<file path="src/rtl/pipe_pkg.sv">
// Shared pipeline constants for stage registers.
//   NOP_INSTR : encoding injected into a stage when it holds no real entry
//   IF_ID_W   : payload width of the IF/ID register (npc[31:0] ++ instr[31:0])
package pipe_pkg;
  localparam logic [31:0] NOP_INSTR = 32'h0000_0000;
  localparam int          IF_ID_W   = 64;
endpackage

</file>
<file path="src/rtl/pipe_stage_reg.sv">
// Two-entry pipeline stage register (main + skid) with flush and stall counter.
// in_ready comes straight from a register, so there is no combinational
// path from out_ready back upstream.
// Ports:
//   clk, rst       : clock, synchronous active-high reset
//   flush          : squash every held entry and any same-cycle input
//   in_valid/in_ready/in_data    : upstream handshake and payload
//   out_valid/out_ready/out_data : downstream handshake and payload
//   stall_cnt      : saturating count of cycles with out_valid & ~out_ready
module pipe_stage_reg
  import pipe_pkg::*;
#(
  parameter int                DATA_W  = IF_ID_W,
  parameter logic [DATA_W-1:0] NOP_VAL = {DATA_W{1'b0}},
  parameter int                CNT_W   = 16
) (
  input  logic              clk,
  input  logic              rst,
  input  logic              flush,
  input  logic              in_valid,
  output logic              in_ready,
  input  logic [DATA_W-1:0] in_data,
  output logic              out_valid,
  input  logic              out_ready,
  output logic [DATA_W-1:0] out_data,
  output logic [CNT_W-1:0]  stall_cnt
);

  logic              main_vld, skid_vld;
  logic [DATA_W-1:0] main_q, skid_q;
  logic              in_hs, out_hs;
  // Payload load enables; valid bits are handled separately.
  logic              main_ld_in, main_ld_skid, skid_ld;

  assign in_ready  = ~skid_vld;
  assign out_valid = main_vld;
  assign out_data  = main_vld ? main_q : NOP_VAL;

  assign in_hs  = in_valid & ~skid_vld;
  assign out_hs = main_vld & out_ready;

  // Skid is only ever full while main is full, so main empty implies skid empty.
  always_comb begin
    main_ld_in   = 1'b0;
    main_ld_skid = 1'b0;
    skid_ld      = 1'b0;
    if (!main_vld)     main_ld_in   = in_hs;
    else if (out_hs) begin
      main_ld_skid = skid_vld;
      main_ld_in   = ~skid_vld & in_hs;
    end else           skid_ld      = in_hs;
  end

  always_ff @(posedge clk) begin
    if (rst) begin
      main_vld  <= 1'b0;
      skid_vld  <= 1'b0;
      stall_cnt <= '0;
    end else begin
      // Counts through flush cycles too; holds at all-ones.
      if (main_vld && !out_ready && !(&stall_cnt))
        stall_cnt <= stall_cnt + CNT_W'(1);
      if (flush) begin
        main_vld <= 1'b0;
        skid_vld <= 1'b0;
      end else if (!main_vld) begin
        main_vld <= in_hs;
      end else if (out_hs) begin
        // Skid refills main first; its slot frees (in_ready was 0 this cycle).
        main_vld <= skid_vld | in_hs;
        skid_vld <= 1'b0;
      end else if (in_hs) begin
        skid_vld <= 1'b1;
      end
    end
  end

  // Payload carries no reset; stale contents are masked by the valid bits.
  always_ff @(posedge clk) begin
    if (main_ld_skid)    main_q <= skid_q;
    else if (main_ld_in) main_q <= in_data;
    if (skid_ld)         skid_q <= in_data;
  end

endmodule

</file>
<file path="config.mk">
export PLATFORM = sky130hd
export DESIGN_NAME = pipe_stage_reg
export DESIGN_NICKNAME = d
export VERILOG_FILES = /design/src/rtl/pipe_pkg.sv /design/src/rtl/pipe_stage_reg.sv
export SDC_FILE = /design/constraint.sdc
export NUM_CORES = 1
export LEC_CHECK = 0
export CORE_MARGIN = 2
export CORE_UTILIZATION = 49
export CTS_CLUSTER_SIZE = 28
export DETAILED_ROUTE_END_ITERATION = 12
export PLACE_DENSITY = 0.8
export REMOVE_ABC_BUFFERS = 1
export SLEW_MARGIN = 10
export SYNTH_ARGS = -nofsm -noshare
export SYNTH_HDL_FRONTEND = slang
export SYNTH_SLANG_ARGS = --single-unit
</file>
<file path="constraint.sdc">
create_clock -name clk -period 5.3 [get_ports clk]
set_input_delay 0.53 -clock clk [delete_from_list [all_inputs] [get_ports clk]]
set_output_delay 0.53 -clock clk [all_outputs]
set_load 0.05 [all_outputs]
</file>
**Yosys cells after proc, flatten, opt, wreduce, memory -nomap -nowiden**

Index checks and enable logic that the tools add are counted.

- Mux-type cells: 13
- Add/subtract/negate cells: 1
- Reduce and logical (&&, ||, !) cells: 9
- Bitwise gates (word level): 5

Operators by type and width:

| cell | number |
|---|---|
| $mux W64 | 3 |
| $add A16 B1 Y16 const B | 1 |
| $reduce_and A16 Y1 | 1 |
| $mux W1 | 10 |
| $reduce_bool A2 Y1 | 2 |
| $and A1 B1 Y1 | 3 |
| $logic_and A1 B1 Y1 | 2 |
| $logic_not A1 Y1 | 2 |
| $reduce_and A2 Y1 | 1 |
| $reduce_or A2 Y1 | 1 |
| $not A1 Y1 | 1 |
| $or A1 B1 Y1 | 1 |

- Register bits: 146
- Output and inout bits: 82
- Logic and storage cells: 33
- Input port bits: 69

**Longest topological paths before layout**

Gate-level depths: netlist (run 1).

- Word-level depth: 7
- Mapped depth: 7

**Worst setup path after synthesis (run 1)**

No wires, ideal clock.

- Path type: register -> register
- Start point: register main_vld (netlist: out_valid)
- End point: register main_q[0], enable pin
- Clock period less this slack: 4.811 ns
- Cell stages (with the launch flop): 5
- Path buffers: 2
- Setup time: 0.507 ns
- Setup slack: 0.489 ns
- Data arrival time: 4.304 ns
- Cell sequence: dfxtp_1 > buf_2 > clkbuf_1 > nand2_1 > a21oi_1

- Cells in the longest elaborated chain, start to end: 4
- Elaborated cells on any way between the ends: 6

RTL lines:

| element | RTL line | source |
|---|---|---|
| start, declared | pipe_stage_reg.sv:29 | `logic main_vld, skid_vld;` |
| start signal, assigned | pipe_stage_reg.sv:67 | `main_vld <= in_hs;` |
| start signal, assigned | pipe_stage_reg.sv:70 | `main_vld <= skid_vld \| in_hs;` |
| $and A1 B1 Y1 | pipe_stage_reg.sv:40 | `assign out_hs = main_vld & out_ready;` |
| $mux W1 | pipe_stage_reg.sv:48 | `else if (out_hs) begin` |
| $mux W1 | pipe_stage_reg.sv:47 | `if (!main_vld) main_ld_in = in_hs;` |
| $reduce_bool A2 Y1 (no line) * | -- |  |
| end signal, assigned | pipe_stage_reg.sv:80 | `if (main_ld_skid) main_q <= skid_q;` |
| end signal, assigned | pipe_stage_reg.sv:81 | `else if (main_ld_in) main_q <= in_data;` |
| end, declared | pipe_stage_reg.sv:30 | `logic [DATA_W-1:0] main_q, skid_q;` |

Mark *: on every way between the ends. The rest lies on a longest branch, timed or not.
A chain may end at the register's enable or synchronous reset.

**Final worst setup path (run 1)**

- Start point: register main_vld (netlist: out_valid)
- End point: output port out_data[4]

- Cells in the longest elaborated chain, start to end: 1

RTL lines:

| element | RTL line | source |
|---|---|---|
| $mux W64 | pipe_stage_reg.sv:37 | `assign out_data = main_vld ? main_q : NOP_VAL;` |
| end, declared | pipe_stage_reg.sv:25 | `output logic [DATA_W-1:0] out_data,` |

Every way passes these cells.

==> results.md, run 1 <==
Run status:
- The flow ran to the end, and the final reports show no timing, DRC or antenna violations.

Clock network:
- The buffer type at the clock tree root is sky130_fd_sc_hd__clkbuf_16.
- The CTS tree is built.
- The clock-pin slew on the worst setup and hold paths is 60 ps.
- After clock tree synthesis, the setup repair step added 0 buffers.
- The H-tree was split into 4 levels.
- Counting every sink on the clock net gives between 100 and 150.
- Counting along the longest clock path gives a buffer depth of 2.
- The clock latency on the worst-skew pair is 410 ps.
- The count of instances resized after the clock tree is built is 0.
- The number of clock buffers inserted by TritonCTS is 17.
- The hold buffer count at CTS is 0.

GRT:
- Summed over all layers, the global routing overflow is 0.
- The number of antenna violations at the first check in global routing came to 0.
- Global routing used approximately a fifth of the available tracks.
- The first global-routing pass estimated 19.6 mm of wire.
- The maximum number of pins on one net before global-route repair is between 70 and 80.
- The number of global-route vias before repair is about 3900.

Setup path:
- The maximum single-stage delay on the critical path is about 1000 ps.
- On the critical path the largest part of the delay comes from flip-flops.
- The worst setup path is captured at an output port.
- The worst-path cell with the longest stage delay is sky130_fd_sc_hd__dfxtp_2.
- The largest driver fanout on the critical path is 73.
- The worst path buffer plus inverter count is 1.
- The required time of the worst setup path is roughly 4800 ps.
- At the worst endpoint, the arrival time is 2610 ps.
- The nature of the critical path startpoint is a flip-flop.
- Traced cell by cell, the critical path runs through and2_1 > clkdlybuf4s50_1.
- By startpoint and endpoint, the worst setup path is classified as reg2out.

Routing:
- The routed wire length is 12.2 mm.
- The initial detailed-routing violation count is between 200 and 250.
- The routed layout has 3761 vias.
- Dividing the detail-routed wire length by the instance count gives between 15 and 20 um.
- The count of antenna-violating nets left after detailed routing is 0.
- The average via count per standard cell is 5.42.
- The first detailed-routing pass ran for 4 iterations.
- The post-detailed-route DRC marker count is 0.

Job:
- The total of max-cap violations is 0.

STA:
- The count of endpoints failing hold in the final timing report came to 0.
- Adding up every negative setup slack in the final design gives 0 ps.
- The final-report max-slew violation count is 0.
- Measured against its own limit, the worst slew margin works out to a little over a quarter.
- Setup violations remaining at the end of the flow were counted as 0.
- Setup repair after global routing left no endpoint under its margin.
- Across all hold checks on the routed design, the worst slack comes to 519 ps.
- The worst clock skew on the final layout is 5.82 ps.
- The maximum clock frequency is 0.319 GHz.
- The part of the cycle the worst path needs is 59.2%.
- The final critical delay including setup and external delays is ~3100 ps.
- At the pin with the least slew margin, the transition time is 1100 ps.
- After layout, the worst setup slack is 2160 ps.

Yosys:
- Summing the sequential cell areas from Yosys gives between 70 and 80% of the chip area.
- The share of Yosys cell area claimed by the top area cell type is around 65%.
- The Yosys step of the flow raised 0 warnings.
- The post-synthesis average cell area is 15.6 sq um.
- The most used flip-flop cell after synthesis is sky130_fd_sc_hd__edfxtp_1.
- The synthesized netlist contains 35 unique library cells.
- The cell taking the most area after synthesis is sky130_fd_sc_hd__edfxtp_1.
- The total standard cell area after synthesis is between 5000 and 6000 sq um.
- The instance count of the mapped netlist is between 300 and 400.
- The number of synthesized register bits is 146.
- In the post-synthesis netlist, the biggest area contributors are sky130_fd_sc_hd__edfxtp_1 65%, sky130_fd_sc_hd__mux2_2 12%, sky130_fd_sc_hd__and2_1 6.7%.
- Counting flops with a built-in enable in the synthesized netlist gives 128.
- The share of synthesized flip-flops with an asynchronous set or reset is 0%.

Layout:
- The area growth from synthesis to layout is 36.6%.
- The post-route standard cell area excluding fillers is ~8100 sq um.
- 0 antenna diodes ended up in the layout.
- The number of nets at the end of the flow is ~610.
- The count of fill cells added during filler insertion is ~840.
- The fraction of final layout cells sized beyond drive strength 1 is between 10% and 20%.

Place:
- The count of buffers added on input and output ports is 150.
- At the placement stage, the worst setup path has a slack of 2040 ps.
- The total half-perimeter wirelength after legalization and detailed placement is 7.91 mm.
- The placement-stage cell area is 7630 sq um.
- The congestion estimate from routability-driven global placement came to 0.843.

Hold path:
- The path category of the worst min-delay check is reg2reg.

Floorplan:
- The initial standard-cell utilization of the core is between 40% and 50%.
- The die covers 13100 sq um.
- The die is 114 um tall.
- 151 I/O pins were placed.
- The placeable core region is 12000 sq um.
- Measured along the x axis, the die boundary spans 114 um.
- After floorplanning, the core was divided into 40 placement rows.

Power:
- The maximum vdd ir drop is roughly 0.00020 V.
- For this design the static power due to leakage is 0.00275 uW.
- The areal power density over the cells is 315 nW/um^2.
cells in the final DEF, fill, tap and decap left out, drive strengths merged, types with 7 or more instances in the layout:
master         synthesis  layout
clkbuf                10      21
edfxtp               128     128
dfxtp                 18      18
clkinv                 0       9
mux2                  66      66
and2                  64      64
a21oi                 13      13
o31ai                  7       7
nand2                  7       7
or4                    7       7
clkdlybuf4s50          0     150
tightest hold or removal path: stages (launching register included):
cell and delay, ps:
sky130_fd_sc_hd__dfxtp_1 330, sky130_fd_sc_hd__o21ai_0 80, sky130_fd_sc_hd__a21oi_1 60
metrics by stage:
| stage | util, % | total power [uW] | instances |
|---|---|---|---|
| 2_1_floorplan | - | 1430 | 363 |
| 3_3_place_gp | 63.8 | 1540 | 663 |
| 3_5_place_dp | 63.8 | 1540 | 663 |
| 4_1_cts | 68.0 | 2580 | 694 |
| 5_1_grt | 68.0 | 2650 | 694 |
| 6_report | 68.0 | 2560 | 694 |
sequential cells by signal (all words and copies together), names as in the netlist:
register / flops
main_q: 64
out_valid: 1
skid_vld: 1
skid_q: 64
stall_cnt: 16
worst paths after layout:
kind	from	to	slack, ps	depth (start not counted)
min reg2reg	stall_cnt[1]$_SDFFE_PP0P_	stall_cnt[1]$_SDFFE_PP0P_	520	2
max reg2reg	out_valid$_SDFF_PP0_	skid_q[24]$_DFFE_PP_	2170	3
min	stall_cnt[1]$_SDFFE_PP0P_	stall_cnt[1]$_SDFFE_PP0P_	520	2
max	out_valid$_SDFF_PP0_	out_data[4]	2160	2
cell usage after synthesis (all sizes together), types with 6 or more instances:
cell type	instances
a21oi	13
and2	64
buf	9
clkbuf	10
dfxtp	18
edfxtp	128
mux2	66
nand2	7
nor2	6
o21ai	6
o31ai	7
or4	7
metal layers:
layer  wire length (um)  up-vias  global-route usage (%)
met3                968       14                    7.20
met2               5790      148                    31.2
met4                192        0                    8.13
met5                  0        -                       0
li1                   -     1737                       -
met1               5250     1862                    25.1
final cells by class:
class	instances	area, sq um	share of cell area [%]
flip-flops and latches	146	4210	51.7
multi-input cells	212	1690	20.7
repair buffers	153	1540	18.9
clock buffers	21	440	5.41
well taps	147	184	2.26
clock inverters	10	68.8	0.846
inverters	5	18.8	0.231
power breakdown:
| group | total [uW] | switching (uW) | internal, uW |
|---|---|---|---|
| registers | 1310 | 13.7 | 1300 |
| clock network | 1040 | 415 | 629 |
| logic | 207 | 109 | 97.7 |
| total | 2560 | 538 | 2020 |
logic make-up after synthesis:
kind of cell	synth area share [%]
AO/OA/AOI/OAI	3.23
adder cells (fa/ha/maj)	0.210
buffers and inverters	1.78
flip-flops	70.6
multiplexers	12.6
AND/OR/NAND/NOR	11.6
No activity file was read; power rests on OpenSTA's default activity.
==> run 2, diff against run 1 <==
--- a/config.mk
+++ b/config.mk
@@ -6,10 +6,10 @@
 export NUM_CORES = 1
 export LEC_CHECK = 0
 export CORE_MARGIN = 2
-export CORE_UTILIZATION = 49
+export CORE_UTILIZATION = 44
 export CTS_CLUSTER_SIZE = 28
 export DETAILED_ROUTE_END_ITERATION = 12
-export PLACE_DENSITY = 0.8
+export PLACE_DENSITY = 0.76
 export REMOVE_ABC_BUFFERS = 1
 export SLEW_MARGIN = 10
 export SYNTH_ARGS = -nofsm -noshare
==> constraint.sdc (replaced) <==
create_clock -name clk -period 2.7 [get_ports clk]
set_input_delay 0.27 -clock clk [delete_from_list [all_inputs] [get_ports clk]]
set_output_delay 0.27 -clock clk [all_outputs]
set_load 0.05 [all_outputs]
==> run 2 against run 1 <==
- clock power rose by 120%
- non-clock buffer count grew 4
- combinational power is 100% higher
- utilization shrank 5.2 points
- count of clock-buffer cells in the layout decreased by 3
- via count fell by 1.5%
- sequential cell count did not move
- global-route usage down 1.6 points
- final cell count rose by 4.8%
- routed wire length up 2.1%
- first-iteration DRC count grew 11%
- critical path type unchanged
- largest power group unchanged
==> results.md, run 2 (synthesis results as in run 1) <==
Run status:
- The run finished with clean final reports.

Layout:
- Leaving out fill and tap cells, the most frequent cell in the layout is sky130_fd_sc_hd__clkdlybuf4s50_1.
- The post-route standard cell area excluding fillers is 8320 sq um (+2.2%).
- The fraction of final layout cells sized beyond drive strength 1 was 19.6% (+1.3 points).
- The largest registers in the layout are main_q (64), skid_q (64), stall_cnt (16).
- The area growth from synthesis to layout is 39.6%.
- The top cell types in the final layout, fill and taps aside, are 150 x sky130_fd_sc_hd__clkdlybuf4s50_1, 128 x sky130_fd_sc_hd__edfxtp_1, 66 x sky130_fd_sc_hd__mux2_2.
- The number of diodes added for antenna fixing is 0 (unchanged).
- The final core utilization is 62.8% (-5.2 points).
- The number of nets at the end of the flow is 609 (+0.66%).

GRT:
- The highest-utilization routing layer at the global route stage is met2.
- The met3 track demand over resource is 7.36% (+0.16 points).
- The global routing usage summed across all routing layers came to 18.2% (-1.6 points).
- The number of global-route vias before repair is 3997 (+3.8%).
- The first-pass GRT wire length came to 20.2 mm (+3.3%).
- The met2 usage is 29.4% (-1.7 points).
- The met1 usage in global routing was 22.1% (-3.0 points).
- The maximum number of pins on one net before global-route repair is 65 (-12%).
- The total global routing overflow was 0 (unchanged).
- The number of antenna violations at the first check in global routing is 0 (unchanged).

Routing:
- The initial detailed-routing violation count is 254 (+11%).
- The number of iterations in the first detailed-routing pass is 4 (unchanged).
- The average via count per standard cell is 5.09 (-6.0%).
- The total vias in the final route is 3703 (-1.5%).
- The average detailed-routed wire length per instance was 17.1 um (-2.5%).
- The routed wire length is 12.5 mm (+2.1%).
- The post-detailed-route DRC marker count is 0 (unchanged).
- The count of antenna-violating nets left after detailed routing is 0 (unchanged).

Job:
- The total of max-cap violations came to 0 (unchanged).

Setup path:
- The kind of end point of the critical path is an output port.
- The worst setup path is launched from a flip-flop.
- The required time of the worst setup path is 2430 ps (-2340 ps).
- The critical path in this run is classified as reg2out.
- The endpoint arrival time on the critical path is 2250 ps (-360 ps).
- The maximum single-stage delay on the critical path came to 830 ps (-210 ps).
- The kind of cell with the highest combined delay on the critical path is buffers and inverters.
- The worst-case register-to-register setup slack was 540 ps (-1630 ps).
- The slowest stage of the critical path belongs to the cell sky130_fd_sc_hd__clkdlybuf4s50_1.
- The largest driver fanout on the critical path is 24 (-67%).
- The worst path buffer plus inverter count is 2 (+1).
- The critical path goes through buf_12 > and2_1 > clkdlybuf4s50_1.

Power:
- The leakage dissipation came to 0.00281 uW (+2.2%).
- The maximum vdd ir drop is 0.000439 V (+120%).
- The areal power density over the cells is 632 nW/um^2 (+100%).

Clock network:
- TritonCTS built the clock tree.
- The buffer type at the clock tree root is sky130_fd_sc_hd__clkbuf_16.
- The clock latency on the worst-skew pair was 410 ps (about the same).
- The hold buffer count at CTS was 0 (unchanged).
- The total clock sinks is 146 (unchanged).
- The number of buffers added for setup after CTS is 0 (unchanged).
- The H-tree depth is 4 (unchanged).
- The clock tree buffer depth is 2 (unchanged).
- The count of instances resized after the clock tree is built came to 0 (unchanged).
- The number of clock buffers inserted by TritonCTS is 17 (unchanged).
- The clock-pin slew on the worst setup and hold paths is 60 ps (about the same).

Floorplan:
- The height of the die was 120 um (+5.3%).
- The die footprint is 14500 sq um (+11%).
- The initial standard-cell utilization of the core was 45.0% (-4.8 points).
- The width of the chip was 120 um (+5.3%).
- The placeable core region is 13200 sq um (+11%).
- The number of top-level pins came to 151 (unchanged).
- The cell row count came to 42 (+5.0%).

Hold path:
- The tightest min-delay check is of the in2reg type.

Place:
- The total half-perimeter wirelength after legalization and detailed placement is 7.99 mm (+1.1%).
- The placement-stage cell area is 7750 sq um (+1.5%).
- The final weighted congestion in routability-driven placement is 0.804 (-4.7%).
- The number of I/O port buffers is 150 (unchanged).

STA:
- After layout, the worst path uses 93.3% of the clock period.
- Static timing analysis puts the maximum clock frequency at 0.397 GHz.
- The final-report max-slew violation count is 0 (unchanged).
- The total setup violations reported at the end of the flow is 0 (unchanged).
- The worst clock skew on the final layout is 4.72 ps (-1.09 ps).
- The count of endpoints failing hold in the final timing report came to 0 (unchanged).
- The actual slew at the worst max-slew pin is 724 ps (-379 ps).
- Setup repair after global routing left no endpoint under its margin.
- The final critical delay including setup and external delays is 2520 ps.
- The tightest slew margin relative to the limit is 51.6% (+25 points).
==> run 2: cell types whose count changed in the layout (fill, tap and decap cells not counted), sizes merged <==
cell	change
clkinvlp	+2
clkbuf	-3
bufinv	+2
clkinv	-1
buf	+4
==> run 2: cell type report <==
cell class,count,area [sq um]
Inverter,5,18.8
Sequential cell,146,4210
Multi-Input combinational cell,212,1690
Tap cell,176,220
Fill cell,1010,4920
Timing Repair Buffer,157,1620
Clock inverter,13,144
Clock buffer,18,429
==> run 2: worst register-to-register path, stage by stage, from the launching register on <==
cell and delay, ps:
sky130_fd_sc_hd__dfxtp_2 630, sky130_fd_sc_hd__nand2b_2 260, sky130_fd_sc_hd__or4_4 610, sky130_fd_sc_hd__a31oi_1 200
sky130_fd_sc_hd__mux2_2 350
==> run 2: path summary, 6_finish.rpt <==
path	from	to	cells past startpoint
worst max-delay path	out_valid$_SDFF_PP0_	out_data[49]	3
worst min-delay path	flush	out_valid$_SDFF_PP0_	2
worst max register to register	out_valid$_SDFF_PP0_	stall_cnt[10]$_SDFFE_PP0P_	4
worst min register to register	stall_cnt[1]$_SDFFE_PP0P_	stall_cnt[1]$_SDFFE_PP0P_	2
==> run 2: stage by stage <==
step | setup slack (ps) | power [uW] | hold WS, ps | cells | TNS (ps)
floorplan | -2380 | 2810 | 339 | 363 | -396680
global placement | 338 | 3020 | 494 | 696 | 0
detailed placement | 270 | 3030 | 515 | 696 | 0
CTS | 125 | 5320 | 415 | 727 | 0
global route | 64.1 | 5450 | 427 | 727 | 0
finish | 180 | 5260 | 434 | 727 | 0
==> run 2: power breakdown <==
part	switching, uW	internal (uW)
clock	848	1430
combinational	220	198
sequential	21.1	2540
==> run 2: metal layers <==
layer / vias to the layer above / part of all wire, %
met5: - / 0
met4: 0 / 1.4
met3: 12 / 8.4
met2: 116 / 48
met1: 1816 / 42
li1: 1759 / -
==> run 3, diff against run 2 <==
--- a/config.mk
+++ b/config.mk
@@ -9,6 +9,7 @@
 export CORE_UTILIZATION = 44
 export CTS_CLUSTER_SIZE = 28
 export DETAILED_ROUTE_END_ITERATION = 12
+export GPL_ROUTABILITY_DRIVEN = 0
 export PLACE_DENSITY = 0.76
 export REMOVE_ABC_BUFFERS = 1
 export SLEW_MARGIN = 10
==> results of run 3 <==
The final DEF is identical to that of run 2; final timing and power are the same.
